--- src/rtl/mult_share_pkg.sv ---
// mult_share_pkg: shared widths, default requester count and controller state encoding.
package mult_share_pkg;
   localparam int OP_W        = 8;
   localparam int PROD_W      = 16;
   localparam int DEF_NUM_REQ = 4;
   typedef enum logic [1:0] {ST_IDLE, ST_LOAD, ST_RUN, ST_RESP} state_t;
endpackage

--- src/rtl/mult_share_rr_arb.sv ---
// mult_share_rr_arb: round-robin one-hot grant; the pointer holds the index the next search starts from.
module mult_share_rr_arb
   import mult_share_pkg::*;
#(
   parameter int NUM_REQ = DEF_NUM_REQ,
   parameter int ID_W    = $clog2(NUM_REQ)
) (
   input  logic               clk,
   input  logic               rst_n,
   input  logic [NUM_REQ-1:0] i_req,
   input  logic               i_accept,
   output logic [NUM_REQ-1:0] o_grant,
   output logic [ID_W-1:0]    o_idx,
   output logic               o_any
);
   logic [ID_W-1:0] r_ptr;
   logic [ID_W-1:0] w_idx_hi;
   logic [ID_W-1:0] w_idx_lo;
   logic            w_hit_hi;
   // Lowest request at or above the pointer wins; otherwise wrap to the lowest request overall.
   always_comb begin
      w_hit_hi = 1'b0;
      w_idx_hi = '0;
      o_any    = 1'b0;
      w_idx_lo = '0;
      for (int j = NUM_REQ - 1; j >= 0; j--) begin
         if (i_req[j] && ID_W'(j) >= r_ptr) begin
            w_hit_hi = 1'b1;
            w_idx_hi = ID_W'(j);
         end
         if (i_req[j]) begin
            o_any    = 1'b1;
            w_idx_lo = ID_W'(j);
         end
      end
      o_idx   = w_hit_hi ? w_idx_hi : w_idx_lo;
      o_grant = o_any ? (NUM_REQ'(1) << o_idx) : '0;
   end
   always_ff @(posedge clk) begin
      if (!rst_n)
         r_ptr <= '0;
      else if (i_accept && o_any)
         r_ptr <= (o_idx == ID_W'(NUM_REQ - 1)) ? '0 : o_idx + ID_W'(1);
   end
endmodule

--- src/rtl/mult_share_ctrl.sv ---
// mult_share_ctrl: shares one external sequential 8x8 signed multiplier among NUM_REQ requesters.
// Define MULT_SHARE_ZERO_BYPASS_EN to answer zero-operand requests directly from IDLE.
module mult_share_ctrl
   import mult_share_pkg::*;
#(
   parameter int NUM_REQ = DEF_NUM_REQ,
   parameter int ID_W    = $clog2(NUM_REQ)
) (
   input  logic                    clk,
   input  logic                    rst_n,
   input  logic [NUM_REQ-1:0]      req_valid,
   output logic [NUM_REQ-1:0]      req_ready,
   input  logic [NUM_REQ*OP_W-1:0] req_mc,
   input  logic [NUM_REQ*OP_W-1:0] req_mp,
   output logic                    rsp_valid,
   input  logic                    rsp_ready,
   output logic [ID_W-1:0]         rsp_id,
   output logic [PROD_W-1:0]       rsp_prod,
   output logic                    mul_load,
   output logic                    mul_start,
   output logic [OP_W-1:0]         mul_mc,
   output logic [OP_W-1:0]         mul_mp,
   input  logic [PROD_W-1:0]       mul_prod,
   input  logic                    mul_done
);
   state_t              r_state;
   state_t              w_next;
   logic [OP_W-1:0]     r_mc;
   logic [OP_W-1:0]     r_mp;
   logic [ID_W-1:0]     r_id;
   logic [PROD_W-1:0]   r_prod;
   logic [OP_W-1:0]     w_sel_mc;
   logic [OP_W-1:0]     w_sel_mp;
   logic [NUM_REQ-1:0]  w_grant;
   logic [ID_W-1:0]     w_idx;
   logic                w_any;
   logic                w_accept;

   mult_share_rr_arb #(.NUM_REQ(NUM_REQ), .ID_W(ID_W)) u_arb (
      .clk      (clk),
      .rst_n    (rst_n),
      .i_req    (req_valid),
      .i_accept (w_accept),
      .o_grant  (w_grant),
      .o_idx    (w_idx),
      .o_any    (w_any)
   );

   always_comb begin
      w_sel_mc = '0;
      w_sel_mp = '0;
      for (int k = 0; k < NUM_REQ; k++)
         if (w_grant[k]) begin
            w_sel_mc = req_mc[k*OP_W +: OP_W];
            w_sel_mp = req_mp[k*OP_W +: OP_W];
         end
   end

`ifdef MULT_SHARE_ZERO_BYPASS_EN
   logic w_zero;
   assign w_zero = (w_sel_mc == '0) || (w_sel_mp == '0);
`endif

   always_comb begin
      w_next    = r_state;
      w_accept  = 1'b0;
      req_ready = '0;
      mul_load  = 1'b0;
      mul_start = 1'b0;
      rsp_valid = 1'b0;
      case (r_state)
         ST_IDLE: begin
            w_accept  = w_any && rst_n;
            req_ready = rst_n ? w_grant : '0;
`ifdef MULT_SHARE_ZERO_BYPASS_EN
            if (w_any) w_next = w_zero ? ST_RESP : ST_LOAD;
`else
            if (w_any) w_next = ST_LOAD;
`endif
         end
         ST_LOAD: begin
            mul_load = 1'b1;
            w_next   = ST_RUN;
         end
         ST_RUN: begin
            mul_start = !mul_done;
            if (mul_done) w_next = ST_RESP;
         end
         ST_RESP: begin
            rsp_valid = 1'b1;
            if (rsp_ready) w_next = ST_IDLE;
         end
         default: w_next = ST_IDLE;
      endcase
   end

   always_ff @(posedge clk) begin
      if (!rst_n) begin
         r_state <= ST_IDLE;
         r_mc    <= '0;
         r_mp    <= '0;
         r_id    <= '0;
         r_prod  <= '0;
      end else begin
         r_state <= w_next;
         if (w_accept) begin
            r_mc <= w_sel_mc;
            r_mp <= w_sel_mp;
            r_id <= w_idx;
         end
         if (r_state == ST_RUN && mul_done) r_prod <= mul_prod;
`ifdef MULT_SHARE_ZERO_BYPASS_EN
         if (w_accept && w_zero) r_prod <= '0;
`endif
      end
   end

   assign mul_mc   = r_mc;
   assign mul_mp   = r_mp;
   assign rsp_id   = r_id;
   assign rsp_prod = r_prod;
endmodule

--- config.mk ---
export PLATFORM = sky130hd
export DESIGN_NAME = mult_share_ctrl
export DESIGN_NICKNAME = d
export VERILOG_FILES = /design/src/rtl/mult_share_pkg.sv /design/src/rtl/mult_share_rr_arb.sv /design/src/rtl/mult_share_ctrl.sv
export SDC_FILE = /design/constraint.sdc
export NUM_CORES = 1
export LEC_CHECK = 0
export CAP_MARGIN = 20
export CORE_ASPECT_RATIO = 0.7
export CORE_UTILIZATION = 40
export CTS_BUF_LIST = sky130_fd_sc_hd__clkbuf_4
export CTS_CLUSTER_SIZE = 10
export DETAILED_ROUTE_END_ITERATION = 10
export HOLD_SLACK_MARGIN = 0.1
export PLACE_DENSITY = 0.87
export REMOVE_ABC_BUFFERS = 1
export SLEW_MARGIN = 40
export SYNTH_ARGS = -nofsm -noshare
export SYNTH_HDL_FRONTEND = slang
export SYNTH_SLANG_ARGS = --single-unit
--- constraint.sdc ---
create_clock -name clk -period 6.2 [get_ports clk]
set_input_delay 1.24 -clock clk [delete_from_list [all_inputs] [get_ports clk]]
set_output_delay 1.24 -clock clk [all_outputs]
set_load 0.1 [all_outputs]
Word level (Yosys, flattened, before mapping)
Index checks and enable logic that the tools add are counted.

Add/sub/neg operators: 1. Multipliers: 0. Div/mod/pow operators: 0. Magnitude comparators: 4. Eq/ne operators: 7. Shifts and indexed selects: 1. Multiplexer cells: 37. Bitwise gates (word level): 0. Reduce and logical (&&, ||, !) cells: 10.

Operators by type and width (number): 8-bit two-way mux (8); 2-bit two-way mux (13); 1-bit two-way mux (12); 4-bit two-way mux (3); 2-bit case mux with 4 select lines (1); 1-bit logical AND (7); 2-bit == test, second input constant (3); 1-bit by 2-bit greater-or-equal comparator with 1-bit output, first input constant (2); 2-bit greater-or-equal comparator, first input constant (2); 2-bit != test, second input constant (2); 1-bit by 2-bit left shift with 4-bit output, first input constant (1); 3-bit AND reduction (1); 2-bit by 1-bit adder with 2-bit output, second input constant (1); 2-bit by 1-bit == test with 1-bit output, second input constant (1); 2-bit logical NOT (1); 2-bit by 1-bit != test with 1-bit output, second input constant (1); 1-bit logical NOT (1).

Register bits: 38. Latch bits: 0. RAM bits: 0. ROM bits: 0. Input port bits: 88. Output and inout port bits: 41. Logic and storage cells: 66. Memories: 0.

Depth between registers and ports, before layout
Gate-level depths: netlist of run 1.

Depth in word-level cells: 13. Gate-level depth with buffers: 11. Gate-level depth less buffers: 9.

Hierarchy
A second synthesis of run 1 with hierarchy kept.

Cell total of the unflattened synthesis: 240. Area, all modules: 2097.0 um^2.

By module, submodules not included: mult_share_ctrl (times used 1, cells an instance 206, area an instance 1809.2 um^2, sequential area each 720.7 um^2); mult_share_rr_arb (times used 1, cells an instance 34, area an instance 287.8 um^2, sequential area each 40.0 um^2).

Least setup slack after synthesis of run 1
No wires, ideal clock.

Kind: input port to output port. Start point: input port req_valid[0]. End point: output port req_ready[3]. Data arrival time: 3.726 ns. Required time: 4.960 ns. Setup slack: 1.234 ns. Stages on the path: 9. Buffers on the path: 2. Cell sequence: nor2b_1 nor3b_1 o22ai_1 inv_1 ha_1 and2_1 buf_6 buf_6 nor2b_1.

Cells in the longest elaborated chain, start to end: 7. Elaborated cells on any way between the ends: 10. Classes of those cells: 1 x shift; 8 x mux; 1 x reduce/logical.

RTL lines: start, declared (RTL line mult_share_ctrl.sv:11) `input logic [NUM_REQ-1:0] req_valid,`; 1-bit logical AND (RTL line mult_share_rr_arb.sv:27) `if (i_req[j] && ID_W'(j) >= r_ptr) begin`; 2-bit two-way mux or 1-bit two-way mux (tied branches) (RTL line mult_share_rr_arb.sv:27); 2-bit two-way mux * (RTL line mult_share_rr_arb.sv:36) `o_idx = w_hit_hi ? w_idx_hi : w_idx_lo;`; via u_arb.o_idx[0] (RTL line mult_share_rr_arb.sv:13) `output logic [ID_W-1:0] o_idx,`; 1-bit by 2-bit left shift with 4-bit output * (RTL line mult_share_rr_arb.sv:37) `o_grant = o_any ? (NUM_REQ'(1) << o_idx) : '0;`; 4-bit two-way mux * (RTL line mult_share_rr_arb.sv:37); 4-bit two-way mux * (RTL line mult_share_ctrl.sv:74) `req_ready = rst_n ? w_grant : '0;`; 4-bit two-way mux * (RTL line mult_share_ctrl.sv:71) `case (r_state)`; end, declared (RTL line mult_share_ctrl.sv:12) `output logic [NUM_REQ-1:0] req_ready,`.

Mark *: on every way through the listed nets, which the timed path passes. The rest lies on a longest branch.

Worst setup path after layout of run 1
Start point: input port req_valid[0]. End point: output port req_ready[2].

Cells in the longest elaborated chain, start to end: 7. Elaborated cells on any way between the ends: 10. Classes of those cells: 1 x shift; 8 x mux; 1 x reduce/logical.

RTL lines (RTL line): 1-bit logical AND (mult_share_rr_arb.sv:27); 2-bit two-way mux or 1-bit two-way mux (tied branches) (mult_share_rr_arb.sv:27); 2-bit two-way mux (mult_share_rr_arb.sv:36); 1-bit by 2-bit left shift with 4-bit output (mult_share_rr_arb.sv:37); 4-bit two-way mux * (mult_share_rr_arb.sv:37); 4-bit two-way mux * (mult_share_ctrl.sv:74); 4-bit two-way mux * (mult_share_ctrl.sv:71).

Every way passes the cells marked *; elsewhere a longest branch is shown, timed or not.

==> results.md, run 1 <==
- Synth warn: 0
- Reg area: 761 µm²
- Count of input and output buffers: 128
- Max Cap Violations: 0
- Core footprint: approximately 4800 µm²
- Total CTS buffers: 5
- Fmax: 195 MHz
- Effective utilization at floorplan: 41.7%
- Slew of the pin with the lowest slew margin: 0.697 ns
- Number of hold violations in the final report: 0
- Part of the cycle the worst path needs: 82.7%
- CP max stage cell: sky130_fd_sc_hd__ha_1
- GRT Util Overall: a little under a quarter
- Setup repair after global routing missed its margin: no
- Largest net degree at the start of global routing: just over 40
- Worst-case headroom to the max-slew limit: 53.1%
- Clock tree from TritonCTS: built
- Detailed-route via count: 2287
- Final critical-path required period: 5.13 ns
- Ratio of cells with drive above 1 in the final layout: around 15%
- Grt met1 use: 29.8%
- Count of antenna diodes in the layout: 0
- Flops & latches, synth: 38
- GRT overflow: 0
- Placed wire-length estimate: roughly 4.7 mm
- CP cell instances: clkdlybuf4s50_1 -> nor2b_1 -> nor3b_1 -> o22ai_1 -> ha_1 -> nand2_2 -> nor2_1 -> buf_4
- Total die area: 5300 µm²
- Grt met2 use: 40.1%
- Hold Path Class: reg2reg
- Num Clock Sinks: 38
- # IOs: 129
- Number of distinct library cell variants in the gate-level netlist after synthesis: 32
- Vias per Instance: 5.29
- Arrival time of the worst setup path: 3.89 ns
- Stage delay of the slowest cell on the critical path: 0.64 ns
- Dpl ws: 1.10 ns
- Crit Path Class: in2out
- Global-route wire length before repair: 9.69 mm
- Most frequent standard cell in the layout excluding fill and tap cells: sky130_fd_sc_hd__clkdlybuf4s50_1
- Overall die height: 61.2 µm
- Commonest cells after routing, fill and taps aside: 87 x sky130_fd_sc_hd__clkdlybuf4s50_1, 40 x sky130_fd_sc_hd__nand2_1, 38 x sky130_fd_sc_hd__dfxtp_1, 37 x sky130_fd_sc_hd__buf_2, 32 x sky130_fd_sc_hd__nand3_1
- VDD IR max: 0.000303 V
- Grt peak-use layer: met2
- Drt total wl: 6.41 mm
- Overall power of the completed layout: 1.59 mW
- Initial antenna violation count: 0
- Pwr dens: 496 nW/µm²
- Startpoint Class: input pin
- Clock skew after layout: slightly above 0.005 ns
- Static Leakage: 1.27 nW
- Layout overhead on the synthesized area: 60.1%
- Finished Cell Area: 3210 µm²
- Max Fanout on Critical Path: 17
- Post-Syn Area: approximately 2000 µm²
- Routed length per placed instance: 14.8 µm
- Synthesized instance count: roughly 250
- Met3 Use GR: 6.03%
- Minimum setup slack in the final design: 1.07 ns
- Residual antenna-violating net count after detailed routing: 0
- Data required time of the critical path: 4.96 ns
- Cell at the root of the clock tree: sky130_fd_sc_hd__clkbuf_4
- Final Max Slew Viols: 0
- Final-layout setup total negative slack: 0 ns
- Fill count: 401
- Fraction of the yosys area taken by sequential cells: 38.0%
- Post-CTS Hold Fix Bufs: 0
- Later-pin clock latency in the skew report: roughly 0.34 ns
- Clock slew at the register clock pins of the worst setup and hold paths: 0.12 ns
- Number of standard-cell rows in the floorplan: 21
- Remaining routing DRC violations: 0
- Count of cells resized by post-cts repair: 0
- Number of optimization iterations in the first detailed-route pass: 4
- Number of setup buffers added after CTS: 0
- Final count of negative-setup-slack endpoints: 0
- Result of the run: finished, final reports clean
- Instance area after placement: 3120 µm²
- Syn Area/Cell: 8.18 µm²
- Drt initial violations: 127
- Maximum buffer depth of the clock tree: 2
- CTS H-Tree Depth: 2
- Die X-Extent: ~87 µm
- Layout Utilization: between 60% and 70%
- Via count of the first global-routing pass: 2049
- Final weighted congestion in routability-driven placement: 0.784
- Number of nets at the end of the flow: 458
- Crit. End Element: primary output
- Area of the multi-input gates: 1140 µm²
[registers in the layout, summed over array words and instances, names as in the netlist]
register,count
mul_mc,8
mul_mp,8
u_arb.r_ptr,2
rsp_prod,16
r_state,2
rsp_id,2
[power by group]
part           switching [mW]  internal [mW]
sequential             0.0457          0.319
combinational           0.796          0.256
clock                  0.0883         0.0846
total                   0.930          0.660
[routing by layer]
| layer | vias up | wire length [µm] |
|---|---|---|
| li1 | 1126 | - |
| met1 | 1039 | 2880 |
| met2 | 108 | 2920 |
| met3 | 14 | 500 |
| met4 | 0 | 116 |
| met5 | - | 0 |
[Yosys cell counts]
cell type	n	area, µm²
sky130_fd_sc_hd__nand2_2	1	6.26
sky130_fd_sc_hd__nand2_1	40	150
sky130_fd_sc_hd__a31oi_1	1	6.26
sky130_fd_sc_hd__buf_2	6	30.0
sky130_fd_sc_hd__and3_1	1	6.26
sky130_fd_sc_hd__nor2_1	7	26.3
sky130_fd_sc_hd__clkbuf_2	1	5.00
sky130_fd_sc_hd__a21boi_0	16	120
sky130_fd_sc_hd__or4_4	1	11.3
sky130_fd_sc_hd__clkbuf_1	11	41.3
sky130_fd_sc_hd__a221oi_1	1	8.76
sky130_fd_sc_hd__nand3_1	33	165
sky130_fd_sc_hd__o41ai_2	1	16.3
sky130_fd_sc_hd__buf_6	2	22.5
sky130_fd_sc_hd__nor4_1	1	6.26
sky130_fd_sc_hd__o22ai_1	1	6.26
sky130_fd_sc_hd__o21bai_1	1	7.51
sky130_fd_sc_hd__inv_1	4	15.0
sky130_fd_sc_hd__a211oi_1	2	15.0
sky130_fd_sc_hd__o21ai_0	18	90.1
sky130_fd_sc_hd__o211ai_1	14	105
sky130_fd_sc_hd__nor2b_1	9	56.3
sky130_fd_sc_hd__and2_1	4	25.0
sky130_fd_sc_hd__nor3_1	3	15.0
sky130_fd_sc_hd__a21o_1	1	7.51
sky130_fd_sc_hd__a2111oi_0	1	8.76
sky130_fd_sc_hd__or3_1	1	6.26
sky130_fd_sc_hd__ha_1	8	100
sky130_fd_sc_hd__o31ai_1	2	15.0
sky130_fd_sc_hd__dfxtp_1	38	761
sky130_fd_sc_hd__a221o_1	14	140
sky130_fd_sc_hd__nor3b_1	1	7.51
[metrics by stage]
step / hold slack [ns] / instances
final: 0.467 / 432
after global placement: 0.451 / 424
after global routing: 0.490 / 432
after floorplan: 0.469 / 225
after detailed placement: 0.454 / 424
after CTS: 0.471 / 432
[worst max-delay path: cells and delay by family]
kind,cells,cell delay [ns]
AOI/OAI and AO/OA,1,0.35
and+or+nand+nor,4,0.81
adders and majority gates,1,0.64
buffers and inverters,2,0.85
[cell families (layout without fill, tap and decap cells)]
group                    Yosys count  after routing  synth area share (%)
AND/OR/NAND/NOR                  102            102                  24.0
AO/OA/AOI/OAI                     73             73                  27.3
flip-flops                        38             38                  38.0
buffers and inverters             24            142                  5.68
adder cells (fa/ha/maj)            8              8                  5.00
[area by class of cell]
class | instances | share of cell area, %
multi-input cells | 183 | 35.4
repair buffers | 130 | 35.1
flip-flops and latches | 38 | 23.7
well taps | 69 | 2.69
clock inverters | 3 | 1.40
clock buffers | 5 | 1.17
inverters | 4 | 0.468
[final timing paths]
path	start	cells past startpoint	endpoint	slack [ns]
setup / recovery	req_valid[0]	8	req_ready[2]	1.07
hold / removal	rsp_prod[9]$_SDFFE_PN0P_	2	rsp_prod[9]$_SDFFE_PN0P_	0.47
setup reg to reg	u_arb.r_ptr[0]$_SDFFE_PN0P_	9	mul_mp[6]$_SDFFE_PN0P_	3.41
hold reg to reg	rsp_prod[9]$_SDFFE_PN0P_	2	rsp_prod[9]$_SDFFE_PN0P_	0.47
Power figures use the tool's default switching activity.
==> inputs of run 2 (changes only) <==
--- a/config.mk
+++ b/config.mk
@@ -7,12 +7,12 @@
 export LEC_CHECK = 0
 export CAP_MARGIN = 20
 export CORE_ASPECT_RATIO = 0.7
-export CORE_UTILIZATION = 40
+export CORE_UTILIZATION = 34
 export CTS_BUF_LIST = sky130_fd_sc_hd__clkbuf_4
 export CTS_CLUSTER_SIZE = 10
 export DETAILED_ROUTE_END_ITERATION = 10
 export HOLD_SLACK_MARGIN = 0.1
-export PLACE_DENSITY = 0.87
+export PLACE_DENSITY = 0.79
 export REMOVE_ABC_BUFFERS = 1
 export SLEW_MARGIN = 40
 export SYNTH_ARGS = -nofsm -noshare
==> constraint.sdc (replaced) <==
create_clock -name clk -period 4.4 [get_ports clk]
set_input_delay 0.88 -clock clk [delete_from_list [all_inputs] [get_ports clk]]
set_output_delay 0.88 -clock clk [all_outputs]
set_load 0.1 [all_outputs]
==> run 2 against run 1 <==
Non-clock buffer count increased by 4. Sequential cell count unchanged. Worst hold slack about the same. Largest cell class is now non-clock buffers. Total power increased by 39%. Critical path type unchanged. Critical path depth unchanged. Count of clock-buffer cells in the layout unchanged. Wire length increased by 4.2%. First-iteration DRC count decreased by 3.9%.
==> results.md, run 2 (synthesis gave the netlist of run 1 again) <==
- Result of the run: finished, final reports clean
- Overall die height: 66.2 µm (+8.2%)
- Max Cap Violations: 0 (unchanged)
- # IOs: 129 (unchanged)
- CTS H-Tree Depth: 2 (unchanged)
- Met3 Use GR: 5.06% (-0.97 points)
- Final critical-path required period: 3.83 ns
- Max Fanout on Critical Path: 17 (unchanged)
- Global-route wire length before repair: 10.3 mm (+5.9%)
- Count of antenna diodes in the layout: 0 (unchanged)
- Clock slew at the register clock pins of the worst setup and hold paths: 0.12 ns (about the same)
- Number of optimization iterations in the first detailed-route pass: 4 (unchanged)
- Layout Utilization: 59.4% (-7.3 points)
- Crit. End Element: primary output
- Clock skew after layout: 0.00481 ns (-0.000272 ns)
- VDD IR max: 0.000402 V (+33%)
- Finished Cell Area: 3240 µm² (+0.94%)
- Fmax: 261 MHz
- Clock tree from TritonCTS: built
- Data required time of the critical path: 3.52 ns (-1.44 ns)
- Part of the cycle the worst path needs: 87.1%
- Grt peak-use layer: met2
- Max FFs per register: 16 (unchanged)
- Instance area after placement: 3180 µm² (+2.0%)
- Final Max Slew Viols: 0 (unchanged)
- Number of hold violations in the final report: 0 (unchanged)
- Final-layout setup total negative slack: 0 ns (unchanged)
- GRT overflow: 0 (unchanged)
- Most frequent standard cell in the layout excluding fill and tap cells: sky130_fd_sc_hd__clkdlybuf4s50_1
- Later-pin clock latency in the skew report: 0.34 ns (about the same)
- Grt met2 use: 36.3% (-3.8 points)
- Residual antenna-violating net count after detailed routing: 0 (unchanged)
- Largest net degree at the start of global routing: 41 (unchanged)
- Commonest cells after routing, fill and taps aside: 87 x sky130_fd_sc_hd__clkdlybuf4s50_1, 40 x sky130_fd_sc_hd__nand2_1, 38 x sky130_fd_sc_hd__dfxtp_1, 36 x sky130_fd_sc_hd__buf_2, 32 x sky130_fd_sc_hd__nand3_1
- Post-CTS Hold Fix Bufs: 0 (unchanged)
- Core footprint: 5450 µm² (+13%)
- Number of standard-cell rows in the floorplan: 22 (+4.8%)
- Worst-case headroom to the max-slew limit: 56.0% (+2.9 points)
- Die X-Extent: 93.7 µm (+8.3%)
- Fill count: 488 (+22%)
- Count of cells resized by post-cts repair: 0 (unchanged)
- Hold Path Class: reg2reg
- Drt total wl: 6.68 mm (+4.2%)
- Minimum setup slack in the final design: 0.566 ns (-0.508 ns)
- Startpoint Class: input pin
- Layout overhead on the synthesized area: 61.6%
- Remaining routing DRC violations: 0 (unchanged)
- Tightest hold margin: 0.467 ns (+0.0000980 ns)
- Routed length per placed instance: 15.2 µm (+2.5%)
- Slew of the pin with the lowest slew margin: 0.658 ns (-0.0399 ns)
- Initial antenna violation count: 0 (unchanged)
- Final weighted congestion in routability-driven placement: 0.769 (-1.9%)
- Count of input and output buffers: 128 (unchanged)
- Cell Count Post-Placement: 431 (+1.7%)
- Drt initial violations: 122 (-3.9%)
- Ratio of cells with drive above 1 in the final layout: 15.8% (+0.38 points)
- Final instance count without filler cells: 439 (+1.6%)
- Grt met1 use: 28.1% (-1.8 points)
- Maximum buffer depth of the clock tree: 2 (unchanged)
- Total die area: 6210 µm² (+17%)
- Dpl ws: 0.565 ns (-0.533 ns)
- Pwr dens: 684 nW/µm² (+38%)
- Number of setup buffers added after CTS: 0 (unchanged)
- Number of nets at the end of the flow: 462 (+0.87%)
- Arrival time of the worst setup path: 2.95 ns (-0.94 ns)
- Placed wire-length estimate: 4.93 mm (+4.4%)
- Effective utilization at floorplan: 36.8% (-4.9 points)
- Overall power of the completed layout: 2.21 mW (+39%)
- Num Clock Sinks: 38 (unchanged)
- Via count of the first global-routing pass: 2082 (+1.6%)
- Crit Path Class: in2out
- Cell at the root of the clock tree: sky130_fd_sc_hd__clkbuf_4
- Vias per Instance: 5.15 (-2.8%)
- Final count of negative-setup-slack endpoints: 0 (unchanged)
- Detailed-route via count: 2260 (-1.2%)
- Setup repair after global routing missed its margin: no
- GRT Util Overall: 21.5% (-2.4 points)
- Total CTS buffers: 5 (unchanged)
- Static Leakage: 1.29 nW (+1.3%)
==> run 2: cell count changes in the layout (fill, tap and decap cells not counted), sizes merged <==
cell      previous run  this run
clkinvlp             2         1
bufinv               1         0
clkinv               0         2
buf                 43        47
==> run 2: critical path, stage by stage <==
cell and delay [ns]:
sky130_fd_sc_hd__clkdlybuf4s50_1 0.54, sky130_fd_sc_hd__nor2b_1 0.19, sky130_fd_sc_hd__nor3_1 0.08, sky130_fd_sc_hd__o22ai_1 0.32
sky130_fd_sc_hd__ha_1 0.27, sky130_fd_sc_hd__nand2_2 0.21, sky130_fd_sc_hd__nor2_1 0.26, sky130_fd_sc_hd__buf_12 0.21
==> run 2: routing by layer <==
layer	up-vias	part of all wire, %
li1	1128	-
met1	1042	46
met2	85	46
met3	5	7.3
met4	0	0.57
met5	-	0
==> run 2: power by group <==
group	total [mW]	leakage [nW]	internal (mW)	switching (mW)
clock	0.183	0.0286	0.0595	0.123
sequential	0.510	0.311	0.450	0.0600
combinational	1.52	0.950	0.383	1.14
==> run 2: worst paths after layout <==
check	startpoint	end	slack, ns	depth (start not counted)
setup reg to reg	u_arb.r_ptr[0]$_SDFFE_PN0P_	mul_mc[3]$_SDFFE_PN0P_	1.86	11
hold / removal	rsp_prod[15]$_SDFFE_PN0P_	rsp_prod[15]$_SDFFE_PN0P_	0.47	2
hold reg to reg	rsp_prod[15]$_SDFFE_PN0P_	rsp_prod[15]$_SDFFE_PN0P_	0.47	2
setup / recovery	req_valid[0]	req_ready[2]	0.57	8
==> run 2: area by class of cell <==
cell class                      instances  area [µm²]  area share (%)
Timing Repair Buffer                  134        1180            36.6
Multi-Input combinational cell        183        1130            35.0
Sequential cell                        38         761            23.5
Tap cell                               72        90.1            2.78
Clock buffer                            5        37.5            1.16
Clock inverter                          3        16.3           0.503
Inverter                                4        15.0           0.464
==> inputs of run 3 (changes only) <==
--- a/config.mk
+++ b/config.mk
@@ -6,7 +6,7 @@
 export NUM_CORES = 1
 export LEC_CHECK = 0
 export CAP_MARGIN = 20
-export CORE_ASPECT_RATIO = 0.7
+export CORE_ASPECT_RATIO = 2
 export CORE_UTILIZATION = 34
 export CTS_BUF_LIST = sky130_fd_sc_hd__clkbuf_4
 export CTS_CLUSTER_SIZE = 10
==> run 3 against run 2 <==
Worst hold slack is essentially flat. Total power up 4.8%. Die area grew 0.22%. Register-to-register slack better by 0.05 ns. Global-route usage down 0.66 points. Via count grew 0.62%. Critical path depth is 1 higher. Final area rose by 1.3%. Sequential share of layout area down 0.30 points. First-iteration DRC count decreased by 34%. Critical path type unchanged. Critical endpoint is now req_ready[3]. Largest cell class unchanged. Largest power group unchanged. Highest routed layer unchanged.
==> results.md, run 3 (synthesis gave the netlist of run 1 again) <==
- Layout overhead on the synthesized area: 63.6%
- Placed wire-length estimate: 5.03 mm (+2.1%)
- Count of cells resized by post-cts repair: 0 (unchanged)
- Total CTS buffers: 5 (unchanged)
- Final Max Slew Viols: 0 (unchanged)
- Count of input and output buffers: 128 (unchanged)
- Largest net degree at the start of global routing: 41 (unchanged)
- Hold endpoint: rsp_prod[8]$_SDFFE_PN0P_
- Minimum setup slack in the final design: 0.536 ns (-0.0295 ns)
- Core footprint: 5710 µm² (+4.8%)
- Clock slew at the register clock pins of the worst setup and hold paths: 0.11 ns (about the same)
- Result of the run: finished, final reports clean
- Cell at the root of the clock tree: sky130_fd_sc_hd__clkbuf_4
- Worst-case headroom to the max-slew limit: 52.5% (-3.5 points)
- Max Cap Violations: 0 (unchanged)
- Number of standard-cell rows in the floorplan: 39 (+77%)
- Critical R2R Capture: mul_mp[3]$_SDFFE_PN0P_
- GRT Util Overall: 20.8% (-0.66 points)
- Kind of cell adding the most delay to the critical path: buffers and inverters
- Count of antenna diodes in the layout: 0 (unchanged)
- Crit Path Class: in2out
- CP max stage cell: sky130_fd_sc_hd__clkdlybuf4s50_1
- VDD IR max: 0.000479 V (+19%)
- GRT overflow: 0 (unchanged)
- Number of hold violations in the final report: 0 (unchanged)
- CTS H-Tree Depth: 2 (unchanged)
- Maximum buffer depth of the clock tree: 2 (unchanged)
- Launch instance of the worst min-delay path: rsp_prod[8]$_SDFFE_PN0P_
- Reg area: 761 µm² (unchanged)
- Final critical-path required period: 3.86 ns (+0.0295 ns)
- Cell Count Post-Placement: 421 (-2.3%)
- Startpoint of the worst-slack reg-to-reg timing path: u_arb.r_ptr[0]$_SDFFE_PN0P_
- Arrival time of the worst setup path: 2.98 ns (+0.03 ns)
- Register-to-Register Path Depth: 11 (unchanged)
- Static Leakage: 1.32 nW (+2.3%)
- Most frequent standard cell in the layout excluding fill and tap cells: sky130_fd_sc_hd__clkdlybuf4s50_1
- Final count of negative-setup-slack endpoints: 0 (unchanged)
- Final instance count without filler cells: 429 (-2.3%)
- Hold path depth: 2 (unchanged)
- Startpoint Class: input pin
- Crit. End Element: primary output
- Data required time of the critical path: 3.52 ns (about the same)
- Later-pin clock latency in the skew report: 0.34 ns (about the same)
- Vias per Instance: 5.30 (+3.0%)
- Post-CTS Hold Fix Bufs: 0 (unchanged)
- Num Clock Sinks: 38 (unchanged)
- Drt initial violations: 80 (-34%)
- Overall die height: 111 µm (+67%)
- Critical path buffers and inverters: 3 (+1)
- Number of setup buffers added after CTS: 0 (unchanged)
- Area of the multi-input gates: 1130 µm² (unchanged)
- Remaining routing DRC violations: 0 (unchanged)
- Die X-Extent: 56.3 µm (-40%)
- Via count of the first global-routing pass: 2252 (+8.2%)
- Pwr dens: 708 nW/µm² (+3.5%)
- Flop2flop setup slack: 1.91 ns (+0.05 ns)
- Dpl ws: 0.593 ns (+0.0278 ns)
- Most numerous cell on the critical path: sky130_fd_sc_hd__nor2b_1
- Setup repair after global routing missed its margin: no
- Number of nets at the end of the flow: 463 (+0.22%)
- Max Fanout on Critical Path: 6 (-11)
- Clock skew after layout: 0.00650 ns (+0.00169 ns)
- Part of the cycle the worst path needs: 87.8% (+0.67 points)
- CP cell instances: clkdlybuf4s50_1 -> nor2b_1 -> nor3_1 -> o22ai_1 -> inv_1 -> ha_1 -> and2_1 -> nor2b_1 -> buf_12
- Max FFs per register: 16 (unchanged)
- Total die area: 6220 µm² (+0.22%)
- Global-route wire length before repair: 10.3 mm (+0.26%)
- Residual antenna-violating net count after detailed routing: 0 (unchanged)
- Fill count: 535 (+9.6%)
- Drt total wl: 6.51 mm (-2.5%)
- Detailed-route via count: 2274 (+0.62%)
- # IOs: 129 (unchanged)
- Final weighted congestion in routability-driven placement: 0.859 (+12%)
- Effective utilization at floorplan: 35.1% (-1.7 points)
- Number of optimization iterations in the first detailed-route pass: 4 (unchanged)
- Final-layout setup total negative slack: 0 ns (unchanged)
- Hold Path Class: reg2reg
- Commonest cells after routing, fill and taps aside: 87 x sky130_fd_sc_hd__clkdlybuf4s50_1, 40 x sky130_fd_sc_hd__nand2_1, 38 x sky130_fd_sc_hd__dfxtp_1, 36 x sky130_fd_sc_hd__buf_2, 32 x sky130_fd_sc_hd__nand3_1
- Clock tree from TritonCTS: built
- Stage delay of the slowest cell on the critical path: 0.53 ns (about the same)
- Ratio of cells with drive above 1 in the final layout: 16.0% (+0.23 points)
- Fmax: 259 MHz (-0.76%)
- Routed length per placed instance: 15.2 µm (-0.23%)
- Slew of the pin with the lowest slew margin: 0.710 ns (+0.0525 ns)
- Initial antenna violation count: 0 (unchanged)
run 3: cell types whose count changed in the layout (fill, tap and decap cells not counted), sizes merged:
cell / delta
clkinv: -1
clkinvlp: -1
bufinv: +2
buf: +1
run 3: worst max-delay path by stage:
stage | from | to | slack, ns | cells past startpoint
finish | req_valid[0] | req_ready[3] | 0.54 | 9
global route | req_valid[0] | req_ready[2] | 0.45 | 8
CTS | req_valid[0] | req_ready[3] | 0.58 | 9
detailed placement | req_valid[0] | req_ready[3] | 0.59 | 9
global placement | req_valid[0] | req_ready[2] | 0.70 | 8
floorplan | req_valid[0] | req_ready[3] | 0.11 | 7
run 3: layout make-up:
class	count	share of cell area, %
Multi-Input combinational cell	183	34.6
Sequential cell	38	23.2
Timing Repair Buffer	135	36.3
Inverter	4	0.458
Tap cell	61	2.33
Clock inverter	3	1.95
Clock buffer	5	1.15
run 3: per-stage QoR:
stage	area [µm²]	utilization, %	power (mW)	hold WS (ns)
3_3_place_gp	3350	58.7	2.10	0.451
2_1_floorplan	1900	-	1.66	0.469
3_5_place_dp	3170	55.6	2.04	0.454
4_1_cts	3270	57.3	2.33	0.471
5_1_grt	3280	57.4	2.43	0.483
6_report	3280	57.4	2.32	0.467
run 3: report_power, final:
group          switching [mW]  leakage, nW  internal [mW]
registers              0.0584        0.311          0.450
clock network           0.115       0.0528          0.175
logic                    1.14        0.956          0.384
run 3: worst min-delay path: stages (launching register included):
cell and delay (ns):
sky130_fd_sc_hd__dfxtp_1 0.32, sky130_fd_sc_hd__nand2_1 0.04, sky130_fd_sc_hd__a21boi_0 0.06
run 3: per-layer routing:
layer  vias to the layer above  track usage, %  share of wire [%]
li1                       1130               -                  -
met3                        17            3.98                5.5
met4                         0            10.6                3.9
met2                        99            39.5                 55
met1                      1028            20.5                 36
met5                         -               0                  0
